## src/rtl/header_pkg.sv

```systemverilog
// Shared definitions for the UART receiver: FSM states, register map, bit indices.
package header_pkg;

    typedef enum logic [2:0] {
        IDLE,
        START,
        DATA,
        PARITY,
        STOP1,
        STOP2
    } rx_state_t;

    // Register byte offsets within the UART region
    localparam logic [31:0] OFS_RX_DATA   = 32'h10;
    localparam logic [31:0] OFS_RX_CTRL   = 32'h14;
    localparam logic [31:0] OFS_BAUD      = 32'h18;
    localparam logic [31:0] OFS_RX_STATUS = 32'h1C;

    // RX_CTRL bit indices
    localparam int CTRL_ENABLE     = 0;
    localparam int CTRL_TWO_STOP   = 1;
    localparam int CTRL_ODD_PARITY = 2;

    // RX_STATUS bit indices
    localparam int ST_NOT_EMPTY  = 0;
    localparam int ST_FULL       = 1;
    localparam int ST_OVERRUN    = 2;
    localparam int ST_PARITY_ERR = 3;
    localparam int ST_FRAME_ERR  = 4;

endpackage

```

## src/rtl/rx_fifo.sv

```systemverilog
// Byte-wide receive FIFO; pointers wrap naturally (DEPTH is a power of two),
// an explicit occupancy count separates full from empty.
module rx_fifo #(
    parameter int DEPTH = 4
) (
    input  logic                     clk,
    input  logic                     reset,
    input  logic                     push,
    input  logic                     pop,
    input  logic [7:0]               din,
    output logic [7:0]               dout,
    output logic                     full,
    output logic                     empty,
    output logic [$clog2(DEPTH):0]   count
);
    localparam int AW = $clog2(DEPTH);
    localparam int CW = AW + 1;

    logic [7:0]    mem [DEPTH];
    logic [AW-1:0] wr_ptr;
    logic [AW-1:0] rd_ptr;
    logic          do_push;
    logic          do_pop;

    assign full    = (count == CW'(DEPTH));
    assign empty   = (count == '0);
    assign dout    = mem[rd_ptr];
    // A push into a full FIFO is only legal when a pop frees a slot the same cycle
    assign do_pop  = pop && !empty;
    assign do_push = push && (!full || do_pop);

    // Storage array, no reset needed since count gates visibility
    always_ff @(posedge clk) begin
        if (do_push) mem[wr_ptr] <= din;
    end

    // Pointer and occupancy bookkeeping
    always_ff @(posedge clk) begin
        if (reset) begin
            wr_ptr <= '0;
            rd_ptr <= '0;
            count  <= '0;
        end else begin
            if (do_push) wr_ptr <= wr_ptr + AW'(1);
            if (do_pop)  rd_ptr <= rd_ptr + AW'(1);
            case ({do_push, do_pop})
                2'b10:   count <= count + CW'(1);
                2'b01:   count <= count - CW'(1);
                default: count <= count;
            endcase
        end
    end

endmodule

```

## src/rtl/uart_rx.sv

```systemverilog
// Memory-mapped UART receiver: synchronizer, frame FSM, CSRs and receive FIFO.
module uart_rx
    import header_pkg::*;
#(
    parameter int FIFO_DEPTH = 4,
    parameter int DIV_W      = 14
) (
    input  logic        clk,
    input  logic        reset,
    input  logic [31:0] addr,
    input  logic        wr_en,
    input  logic        rd_en,
    input  logic [31:0] wdata,
    input  logic        rx_in,
    output logic [31:0] rdata,
    output logic        rx_valid
);
    localparam int CW = $clog2(FIFO_DEPTH) + 1;

    logic             sync1, sync2;
    logic [2:0]       ctrl;
    logic [DIV_W-1:0] baud;
    logic             overrun, parity_err, frame_err;

    rx_state_t        state;
    logic [DIV_W-1:0] cnt;
    logic [2:0]       bit_idx;
    logic [7:0]       shreg;
    logic             par_bad, stop_bad;
    logic             push_q, par_fail_q, frm_fail_q;
    logic [7:0]       push_byte;

    logic             fifo_full, fifo_empty, fifo_push, pop, ovr_set;
    logic [7:0]       fifo_head;
    logic [CW-1:0]    fifo_count;
    logic [4:0]       status;
    logic             unused;

    assign unused    = ^{wdata[31:DIV_W], fifo_count};
    assign rx_valid  = !fifo_empty;
    assign pop       = rd_en && !reset && (addr == OFS_RX_DATA) && !fifo_empty;
    assign fifo_push = push_q && (!fifo_full || pop);
    assign ovr_set   = push_q && fifo_full && !pop;
    assign status    = {frame_err, parity_err, overrun, fifo_full, !fifo_empty};

    rx_fifo #(.DEPTH(FIFO_DEPTH)) u_fifo (
        .clk   (clk),
        .reset (reset),
        .push  (fifo_push),
        .pop   (pop),
        .din   (push_byte),
        .dout  (fifo_head),
        .full  (fifo_full),
        .empty (fifo_empty),
        .count (fifo_count)
    );

    // Load data mux; zero unless a matching register is read outside reset
    always_comb begin
        rdata = '0;
        if (rd_en && !reset) begin
            case (addr)
                OFS_RX_DATA:   if (!fifo_empty) rdata[7:0] = fifo_head;
                OFS_RX_CTRL:   rdata[2:0] = ctrl;
                OFS_BAUD:      rdata[DIV_W-1:0] = baud;
                OFS_RX_STATUS: rdata[4:0] = status;
                default:       rdata = '0;
            endcase
        end
    end

    // Two-flop synchronizer, idles high
    always_ff @(posedge clk) begin
        if (reset) begin
            sync1 <= 1'b1;
            sync2 <= 1'b1;
        end else begin
            sync1 <= rx_in;
            sync2 <= sync1;
        end
    end

    // CSR writes and sticky flags; a same-cycle set beats a write-one-to-clear
    always_ff @(posedge clk) begin
        if (reset) begin
            ctrl       <= '0;
            baud       <= '0;
            overrun    <= 1'b0;
            parity_err <= 1'b0;
            frame_err  <= 1'b0;
        end else begin
            if (wr_en && addr == OFS_RX_CTRL) ctrl <= wdata[2:0];
            if (wr_en && addr == OFS_BAUD)    baud <= wdata[DIV_W-1:0];
            overrun    <= ovr_set    || (overrun    && !(wr_en && addr == OFS_RX_STATUS && wdata[ST_OVERRUN]));
            parity_err <= par_fail_q || (parity_err && !(wr_en && addr == OFS_RX_STATUS && wdata[ST_PARITY_ERR]));
            frame_err  <= frm_fail_q || (frame_err  && !(wr_en && addr == OFS_RX_STATUS && wdata[ST_FRAME_ERR]));
        end
    end

    // Frame FSM: cnt counts down to the next mid-bit sample, reloaded from BAUD
    // at every sample so a new divisor takes effect on the following bit
    always_ff @(posedge clk) begin
        if (reset) begin
            state      <= IDLE;
            cnt        <= '0;
            bit_idx    <= '0;
            shreg      <= '0;
            par_bad    <= 1'b0;
            stop_bad   <= 1'b0;
            push_q     <= 1'b0;
            push_byte  <= '0;
            par_fail_q <= 1'b0;
            frm_fail_q <= 1'b0;
        end else begin
            push_q     <= 1'b0;
            par_fail_q <= 1'b0;
            frm_fail_q <= 1'b0;
            if (state != IDLE && !ctrl[CTRL_ENABLE]) begin
                state <= IDLE;
            end else if (state == IDLE) begin
                if (ctrl[CTRL_ENABLE] && baud >= DIV_W'(2) && !sync2) begin
                    state <= START;
                    cnt   <= baud >> 1;
                end
            end else if (cnt > DIV_W'(1)) begin
                cnt <= cnt - DIV_W'(1);
            end else begin
                cnt <= baud;
                case (state)
                    START: begin
                        bit_idx <= '0;
                        state   <= sync2 ? IDLE : DATA;
                    end
                    DATA: begin
                        shreg   <= {sync2, shreg[7:1]};
                        bit_idx <= bit_idx + 3'd1;
                        if (bit_idx == 3'd7) state <= PARITY;
                    end
                    PARITY: begin
                        par_bad <= (^{shreg, sync2}) ^ ctrl[CTRL_ODD_PARITY];
                        state   <= STOP1;
                    end
                    STOP1: begin
                        if (ctrl[CTRL_TWO_STOP]) begin
                            stop_bad <= !sync2;
                            state    <= STOP2;
                        end else begin
                            par_fail_q <= par_bad;
                            frm_fail_q <= !sync2;
                            push_q     <= !par_bad && sync2;
                            push_byte  <= shreg;
                            state      <= IDLE;
                        end
                    end
                    STOP2: begin
                        par_fail_q <= par_bad;
                        frm_fail_q <= stop_bad || !sync2;
                        push_q     <= !par_bad && !stop_bad && sync2;
                        push_byte  <= shreg;
                        state      <= IDLE;
                    end
                    default: state <= IDLE;
                endcase
            end
        end
    end

endmodule

```

## config.mk

```make
export PLATFORM = sky130hd
export DESIGN_NAME = uart_rx
export DESIGN_NICKNAME = d
export VERILOG_FILES = /design/src/rtl/header_pkg.sv /design/src/rtl/rx_fifo.sv /design/src/rtl/uart_rx.sv
export SDC_FILE = /design/constraint.sdc
export NUM_CORES = 1
export LEC_CHECK = 0
export ABC_AREA = 1
export BUFFER_PORTS_ARGS = -buffer_cell sky130_fd_sc_hd__buf_2
export CORE_UTILIZATION = 55
export CTS_CLUSTER_SIZE = 16
export DETAILED_ROUTE_END_ITERATION = 12
export GPL_TIMING_DRIVEN = 1
export PLACE_DENSITY = 0.83
export SYNTH_ARGS = -nofsm -noshare
export SYNTH_HDL_FRONTEND = slang
export SYNTH_SLANG_ARGS = --single-unit
```

## constraint.sdc

```tcl
create_clock -name clk -period 4.95 [get_ports clk]
set_input_delay 0.99 -clock clk [delete_from_list [all_inputs] [get_ports clk]]
set_output_delay 0.99 -clock clk [all_outputs]
set_load 0.03 [all_outputs]
```

Word-level counts from Yosys, hierarchy flattened
Memory sizes are Yosys's and may differ from the RTL's. A register that Yosys moved wholly into a read port is not among the register bits.
Cells that the tools add are included.
W data, S select, Z words.
- register bits: 70
- memories kept: 1
- logic and storage cells: 136
- bits in writable memories: 32
- output and inout bits: 33
- memories (memory ; words ; width ; rd ports ; clocked after memory_dff ; write ports ; line ; source):
    u_fifo.mem ; 4 ; 8 ; 1 ; 1 ; 1 ; rx_fifo.sv:19 ; logic [7:0] mem [DEPTH];
- $add $sub $neg: 6
- eq/ne operators: 17
- bitwise gates (word level): 4
- multiplexer cells: 30
- $lt $le $gt $ge: 2
- reductions and logical operators: 56
- operators by type and width (kind ; number):
    $eq A32 B5 Y1 const B ; 4
    $mux W14 ; 4
    $pmux W3 S4 ; 2
    $logic_and A1 B1 Y1 ; 23
    $pmux W3 S2 ; 3
    $mux W8 ; 2
    $pmux W8 S2 ; 1
    $mux W3 ; 5
    $ge A14 B2 Y1 const B ; 1
    $gt A14 B1 Y1 const B ; 1
    $sub A14 B1 Y14 const B ; 1
    $eq A3 B3 Y1 const B ; 4
    $reduce_and A4 Y1 ; 3
    $logic_not A1 Y1 ; 11
    $reduce_and A5 Y1 ; 2
    $reduce_xor A9 Y1 ; 1
    $add A3 B1 Y3 const B ; 2
    $eq A3 B2 Y1 const B ; 2
    $logic_not A3 Y1 ; 2
    $logic_or A1 B1 Y1 ; 6
    $mux W2 ; 3
    $mux W6 ; 1
    $pmux W1 S2 ; 3
    $pmux W2 S3 ; 1
    17 further kinds ; 27

Depth between registers and ports, before layout
Gate-level depths: netlist of run 1.
- depth after elaboration: 9
- gate-level depth with buffers: 15
- gate-level depth less buffers: 15

By module
Synthesis of run 1 repeated with hierarchy kept, for this count alone.
- cell total of the unflattened synthesis: 802
- area, all modules: 5913.2 sq um
- modules (own cells, without submodules) (module ; cells each ; instances ; sequential area each (sq um) ; area an instance (sq um)):
    uart_rx ; 659 ; 1 ; 1261.2 ; 4180.3
    rx_fifo ; 143 ; 1 ; 1141.1 ; 1732.9

Least setup slack after synthesis of run 1
No wires, ideal clock.
- path kind: input -> output
- from: input addr[15]
- to: output rdata[10]
- buffers on the path: 0
- setup slack: 1.615 ns
- stages: 7
- required time: 3.960 ns
- data arrival time: 2.345 ns
- cell sequence: nor2_1 -> nand2_1 -> nor2_2 -> inv_2 -> nor2_4 -> nand2_4 -> nor3_1
- longest elaborated chain between the ends: 3
- RTL lines (element ; line ; source):
    start: declaration ; uart_rx.sv:10 ; input logic [31:0] addr,
    $eq A32 B5 Y1 ; uart_rx.sv:62 ; case (addr)
    $mux W6 ; uart_rx.sv:62 ;
    $mux W14 ; uart_rx.sv:61 ; if (rd_en && !reset) begin
    end: declaration ; uart_rx.sv:15 ; output logic [31:0] rdata,
No other way between the ends.

Final worst setup path of run 1
- from: input reset
- to: output rdata[2]
- longest elaborated chain between the ends: 3
- RTL lines (element ; line ; source):
    start: declaration ; uart_rx.sv:9 ; input logic reset,
    $logic_not A1 Y1 ; uart_rx.sv:61 ;
    $logic_and A1 B1 Y1 ; uart_rx.sv:61 ;
    $mux W14 ; uart_rx.sv:61 ;
No other way between the ends.

==> run summary, run 1 <==
R2R Setup Slk = 2740 ps
vias in the first global route = 4376
Peak VDD IR = 0.145 mV
crit path launch type = primary input
Final Skew = 12.7 ps
Tightest Pin Transition = 819 ps
Routed WL = 12.2 mm
first-pass GRT wire length = 20.2 mm
Post-CTS Setup Inserts = 0
fmax = 273 MHz
io pins = 102
Initial Util = 56.9%
H-Tree Depth = 3
Core Area = 9770 um^2
Slowest Stage Delay on Critical Path = 410 ps
Post-synth EDFFs = 32
via count = 4995
Skew-Pair Late Insertion Delay = 370 ps
CP Cell Sequence = buf_2, inv_1, nand2_1, inv_1, a21oi_1, nor2_1, buf_2
initial antenna violation count = 0
total grt overflow = 0
Syn Area/Cell = 7.30 um^2
Async SR Flop Fraction = 0%
Post-DRT Antenna Nets = 0
# diodes = 0
setup TNS = 0 ps
Num CTS Buffers = 9
largest net degree at the start of global routing = 57
clock sinks = 104
post-synth cell types = 35
DR pass1 iterations = 5
R2R Path End = u_fifo.count[1]$_SDFFE_PP0P_
synthesized area = 5560 um^2
hold_ws = 428 ps
R2R cell count = 7
CTS clk-pin slew, worst paths = 90 ps
pwr/cell area = 260 nW/um^2
TritonCTS clock tree = done
sequential area share after synthesis = 43.2%
# Max-Cap Violations = 0
RR Startpoint = u_fifo.count[0]$_SDFFE_PP0P_
Fin. Hold Viols = 0
Hold Crit Depth = 1
status = complete, no violations
Crit path max-delay family = buffers and inverters
HP Class = reg -> reg
Required @ worst endpoint = 3960 ps
worst setup path class = in -> out
dpl ws = 1330 ps
worst-path fanout max = 12
leakage = 2.66 nW
Setup WS post-layout = 1290 ps
layout cells sized above 1 = 14.2%
DP HPWL = 8.84 mm
minimum clock period = 3660 ps
# hold bufs at CTS = 0
Final #Nets = 899
Hold Startpoint = sync1$_SDFF_PP1_
die height = 103 um
DIE WIDTH = 103 um
CTS Root Cell = clkbuf_8
critical path arrival = 2670 ps
Crit-path slowest cell = nand2_1
Area Overhead vs Synth = 9.34%
final setup vio count = 0
Std-Cell Rows = 36
Starting DRT DRC Count = 312
Placer Congestion = 0.868
CP bufs+invs = 4
Hold Path End = sync2$_SDFF_PP1_
Resized cells post-CTS = 0
total track usage = 24.9%
drc violations = 0
Port Buffer Count = 65
Cells after Synth = 762
final period utilization = 74.0%
Worst Setup End Kind = primary output
RSZ-0062 raised after global routing = false
Max Transition Viols Final = 0
Slew HR = 45.2%
Synth Flop Type = dfxtp_1
via density per instance = 5.21
yosys warns = 0
DIE AREA = 10500 um^2
Seq cells post-synth = 104
WL per Instance = 12.7 um
worst-case clock buffer depth = 2
## report_power, final
group / internal, mW / leakage (nW) / switching (mW) / total, mW
Sequential: 0.877 / 0.801 / 0.00835 / 0.886
Combinational: 0.0477 / 1.75 / 0.129 / 0.177
Clock: 0.233 / 0.102 / 0.285 / 0.518
## how the worst max path moves through the flow
stage / from / endpoint / slack [ps] / cells past startpoint
after floorplan: addr[15] / rdata[10] / 1620 / 7
after global placement: reset / rdata[2] / 1390 / 7
after detailed placement: reset / rdata[2] / 1330 / 7
after CTS: reset / rdata[2] / 1330 / 7
after global routing: addr[21] / rdata[3] / 1150 / 11
final: reset / rdata[2] / 1290 / 7
## layer usage
layer	vias up	part of all wire (%)	GRT usage [%]
met4	0	2.4	9.67
met2	187	44	37.7
met1	2225	47	34.8
met5	-	0	0
met3	25	6.6	5.49
li1	2558	-	-
## cells in the final DEF, fill, tap and decap left out, drive strengths merged
cell and instances:
a21oi 34, nand3 41, fa 1, or2 3, o21a 1, xor2 8, conb 18, buf 66
nand4 12, xnor2 7, inv 72, nor3 12, nor2 197, ha 9, o22ai 11, nand2 132
dfxtp 72, o211ai 1, clkinv 4, nand3b 2, o21ai 78, clkbuf 10, nor3b 1, bufinv 1
edfxtp 32
## cell type report
cell class | count | area (um^2)
Sequential cell | 104 | 2400
Clock buffer | 10 | 128
Clock inverter | 6 | 58.8
Timing Repair Buffer | 66 | 333
Inverter | 71 | 269
Fill cell | 867 | 3690
Multi-Input combinational cell | 568 | 2720
Tap cell | 133 | 166
## synthesized netlist by cell type, types with 3 or more instances
cell | n | area share, %
nand3_1 | 39 | 3.5
a21oi_1 | 34 | 3.1
nand2_4 | 3 | 0.61
nor2_1 | 182 | 12
or2_2 | 3 | 0.34
nand2_1 | 124 | 8.4
nand2_2 | 5 | 0.56
nand4_1 | 11 | 1.2
o21ai_1 | 8 | 0.72
o21ai_0 | 70 | 6.3
dfxtp_1 | 72 | 26
o22ai_1 | 11 | 1.2
xnor2_1 | 7 | 1.1
xor2_1 | 8 | 1.3
buf_2 | 4 | 0.36
nor2_2 | 10 | 1.1
inv_1 | 63 | 4.3
inv_2 | 6 | 0.41
clkbuf_1 | 10 | 0.68
edfxtp_1 | 32 | 17
buf_4 | 20 | 2.7
ha_1 | 9 | 2.0
nor3_1 | 12 | 1.1
nor2_4 | 5 | 1.0
## kinds of logic (layout without fill, tap and decap cells)
| logic type | Yosys count | after routing | synth area share, % |
|---|---|---|---|
| xor+xnor | 15 | 15 | 2.36 |
| fa+ha+maj | 10 | 10 | 2.39 |
| other cells | 1 | 18 | 0.0674 |
| compound gates | 125 | 125 | 11.6 |
| flops | 104 | 104 | 43.2 |
| simple gates | 400 | 400 | 31.4 |
| buf+inv | 107 | 153 | 8.98 |
## sequential cells by signal, indices dropped and copies added (netlist names), named ones only
signal and flops:
baud 14, bit_idx 3, cnt 14, ctrl 3, frame_err 1, frm_fail_q 1
overrun 1, par_bad 1, par_fail_q 1, parity_err 1, push_byte 8, push_q 1
shreg 8, state 3, stop_bad 1, sync1 1, sync2 1, u_fifo.count 3
u_fifo.mem 32, u_fifo.rd_ptr 2, u_fifo.wr_ptr 2
## metrics by stage
stage / cells / power, mW / util (%) / instance area, um^2
CTS: 958 / 1.59 / 62.2 / 6080
finish: 958 / 1.58 / 62.2 / 6080
detailed placement: 942 / 1.08 / 60.3 / 5890
floorplan: 779 / 1.04 / - / 5620
global placement: 942 / 1.08 / 60.3 / 5890
global route: 958 / 1.64 / 62.2 / 6080
Power figures use the tool's default switching activity.
==> inputs of run 2 (changes only) <==
clock period = 3.6 ns   (was 4.95 ns; I/O delays follow)
==> run 2 against run 1 <==
Against the previous run:
- global-route usage rose by 0.10 points
- cell count rose by 0.42%
- via count fell by 1.7%
- cell area rose by 0.95%
- non-clock buffer count rose by 4
- setup slack got worse by 710 ps
- flip-flop and latch count did not move
- utilization rose by 0.59 points
- hold slack got worse by 4.5 ps
- die area did not move
- power rose by 42%
- sequential share of layout area fell by 0.37 points
==> run summary, run 2 (synthesis results as in run 1) <==
status = complete, no violations
Peak VDD IR = 0.285 mV (+97%)
via count = 4910 (-1.7%)
most frequent CP cell = nor2_1
sequential share of power = 54.4% (-1.7 points)
Most flops, register = u_fifo.mem
Internal Power = 1.61 mW (+39%)
first-pass GRT wire length = 20.2 mm (about the same)
placed inst area = 5920 um^2 (+0.51%)
Post-Layout Inst Area = 6140 um^2 (+0.95%)
Fin. Hold Viols = 0 (unchanged)
# hold bufs at CTS = 0 (unchanged)
most frequent cells in the layout = 182 x nor2_1, 124 x nand2_1, 72 x dfxtp_1, 70 x o21ai_0, 65 x buf_2
Tot Pwr = 2.24 mW (+42%)
final setup vio count = 0 (unchanged)
clock sinks = 104 (unchanged)
Core Area = 9770 um^2 (unchanged)
Initial Util = 56.9% (unchanged)
Required @ worst endpoint = 2880 ps (-1080 ps)
Hold Path End = sync2$_SDFF_PP1_
largest net degree at the start of global routing = 57 (unchanged)
Placer Congestion = 0.900 (+3.7%)
worst-path fanout max = 9 (-3)
Post-CTS Setup Inserts = 0 (unchanged)
# diodes = 0 (unchanged)
Hold Startpoint = sync1$_SDFF_PP1_
Crit-path slowest cell = nor2_2
Gate power share = 10.9% (-0.3 points)
Resized cells post-CTS = 0 (unchanged)
filler cell count in the final layout = 877 (+1.2%)
Worst Setup End Kind = primary output
Worst path depth = 11 (+4)
leakage = 2.68 nW (+0.99%)
total track usage = 25.0% (+0.10 points)
total grt overflow = 0 (unchanged)
initial antenna violation count = 0 (unchanged)
layout cells sized above 1 = 14.8% (+0.66 points)
die height = 103 um (unchanged)
R2R Path End = u_fifo.count[1]$_SDFFE_PP0P_
Final Skew = 11.9 ps (-0.722 ps)
R2R Setup Slk = 1370 ps (-1370 ps)
Max Transition Viols Final = 0 (unchanged)
drc violations = 0 (unchanged)
Crit path max-delay family = simple AND/OR/NAND/NOR gates
vias in the first global route = 4324 (-1.2%)
Slew HR = 45.7% (+0.48 points)
critical path arrival = 2300 ps (-370 ps)
CTS clk-pin slew, worst paths = 100 ps (about the same)
CTS Root Cell = clkbuf_8
DP HPWL = 9.03 mm (+2.1%)
io pins = 102 (unchanged)
Num CTS Buffers = 9 (unchanged)
Starting DRT DRC Count = 333 (+6.7%)
Slowest Stage Delay on Critical Path = 300 ps (-110 ps)
# Max-Cap Violations = 0 (unchanged)
DIE WIDTH = 103 um (unchanged)
setup TNS = 0 ps (unchanged)
RR Startpoint = u_fifo.count[0]$_SDFFE_PP0P_
placed instance count = 946 (+0.42%)
fmax = 331 MHz
Port Buffer Count = 65 (unchanged)
DIE AREA = 10500 um^2 (unchanged)
worst-case clock buffer depth = 2 (unchanged)
pwr/cell area = 365 nW/um^2 (+40%)
Clk network pwr share = 34.7% (+1.9 points)
largest registers = u_fifo.mem: 32 flops, baud: 14 flops, cnt: 14 flops
Final #Nets = 903 (+0.44%)
DR pass1 iterations = 7 (+2)
commonest non-fill, non-tap cell in the layout = nor2_1
R2R cell count = 7 (unchanged)
CP Cell Sequence = buf_2, nor2_1, nand2_1, nor2_1, nand2_2, nor2_2, nand2_1, nor2_1, a21oi_1, nor2_1, buf_2
CP bufs+invs = 2 (-2)
HP Class = reg -> reg
crit path launch type = primary input
minimum clock period = 3020 ps
Area Overhead vs Synth = 10.4%
via density per instance = 5.10 (-2.1%)
final period utilization = 83.9%
Std-Cell Rows = 36 (unchanged)
Tightest Pin Transition = 812 ps (-7.23 ps)
RSZ-0062 raised after global routing = false
Post-DRT Antenna Nets = 0 (unchanged)
Largest register FFs = 32 (unchanged)
Routed WL = 12.4 mm (+1.7%)
Hold Crit Depth = 1 (unchanged)
switching part of the total = 28.1% (+1.4 points)
Sw Pwr = 629 uW (+49%)
H-Tree Depth = 3 (unchanged)
dpl ws = 487 ps (-842 ps)
worst setup path class = in -> out
TritonCTS clock tree = done
Layout Cells excl Fill = 962 (+0.42%)
WL per Instance = 12.9 um (+1.2%)
Skew-Pair Late Insertion Delay = 390 ps (+20 ps)
Setup WS post-layout = 581 ps (-707 ps)
run 2: cell types whose count changed in the layout (fill, tap and decap cells not counted):
cell      before  now
clkinv_8       0    1
clkinv_2       4    2
inv_6          1    3
inv_4          1    0
clkinv_4       0    2
clkbuf_1       1    0
buf_4          1    5
inv_1         64   63
run 2: layout make-up:
type                    count  area [um^2]  area share [%]
well taps                 133          166            2.71
multi-input cells         568         2720            44.4
repair buffers             70          363            5.91
clock inverters             7         90.1            1.47
flip-flops and latches    104         2400            39.1
inverters                  71          269            4.38
clock buffers               9          124            2.02
run 2: per-layer routing:
metal,vias up,global-route usage (%),part of all wire [%]
met3,13,4.14,6.8
met1,2157,34.0,46
met2,175,40.8,46
met5,-,0,0
li1,2565,-,-
met4,0,8.13,1.2
run 2: through the flow:
step	util [%]	hold WS (ps)
final	62.8	423
after global routing	62.8	430
after CTS	62.8	427
after detailed placement	60.6	397
after global placement	60.6	393
after floorplan	-	389
run 2: power by group through the flow:
stage                     clock, mW  sequential, mW  combinational [mW]
after floorplan                   0            1.24               0.195
after global placement            0            1.25               0.237
after detailed placement          0            1.24               0.239
after CTS                     0.787            1.22               0.240
after global routing          0.826            1.22               0.270
final                         0.777            1.22               0.244
run 2: worst max path at each step:
| stage | from | to |
|---|---|---|
| 6_report | addr[23] | rdata[2] |
| 5_1_grt | register | rdata[0] |
| 4_1_cts | register | rdata[0] |
| 3_5_place_dp | addr[23] | u_fifo.count[2]$_SDFFE_PP0P_ |
| 3_3_place_gp | addr[23] | u_fifo.count[2]$_SDFFE_PP0P_ |
| 2_1_floorplan | addr[15] | rdata[10] |
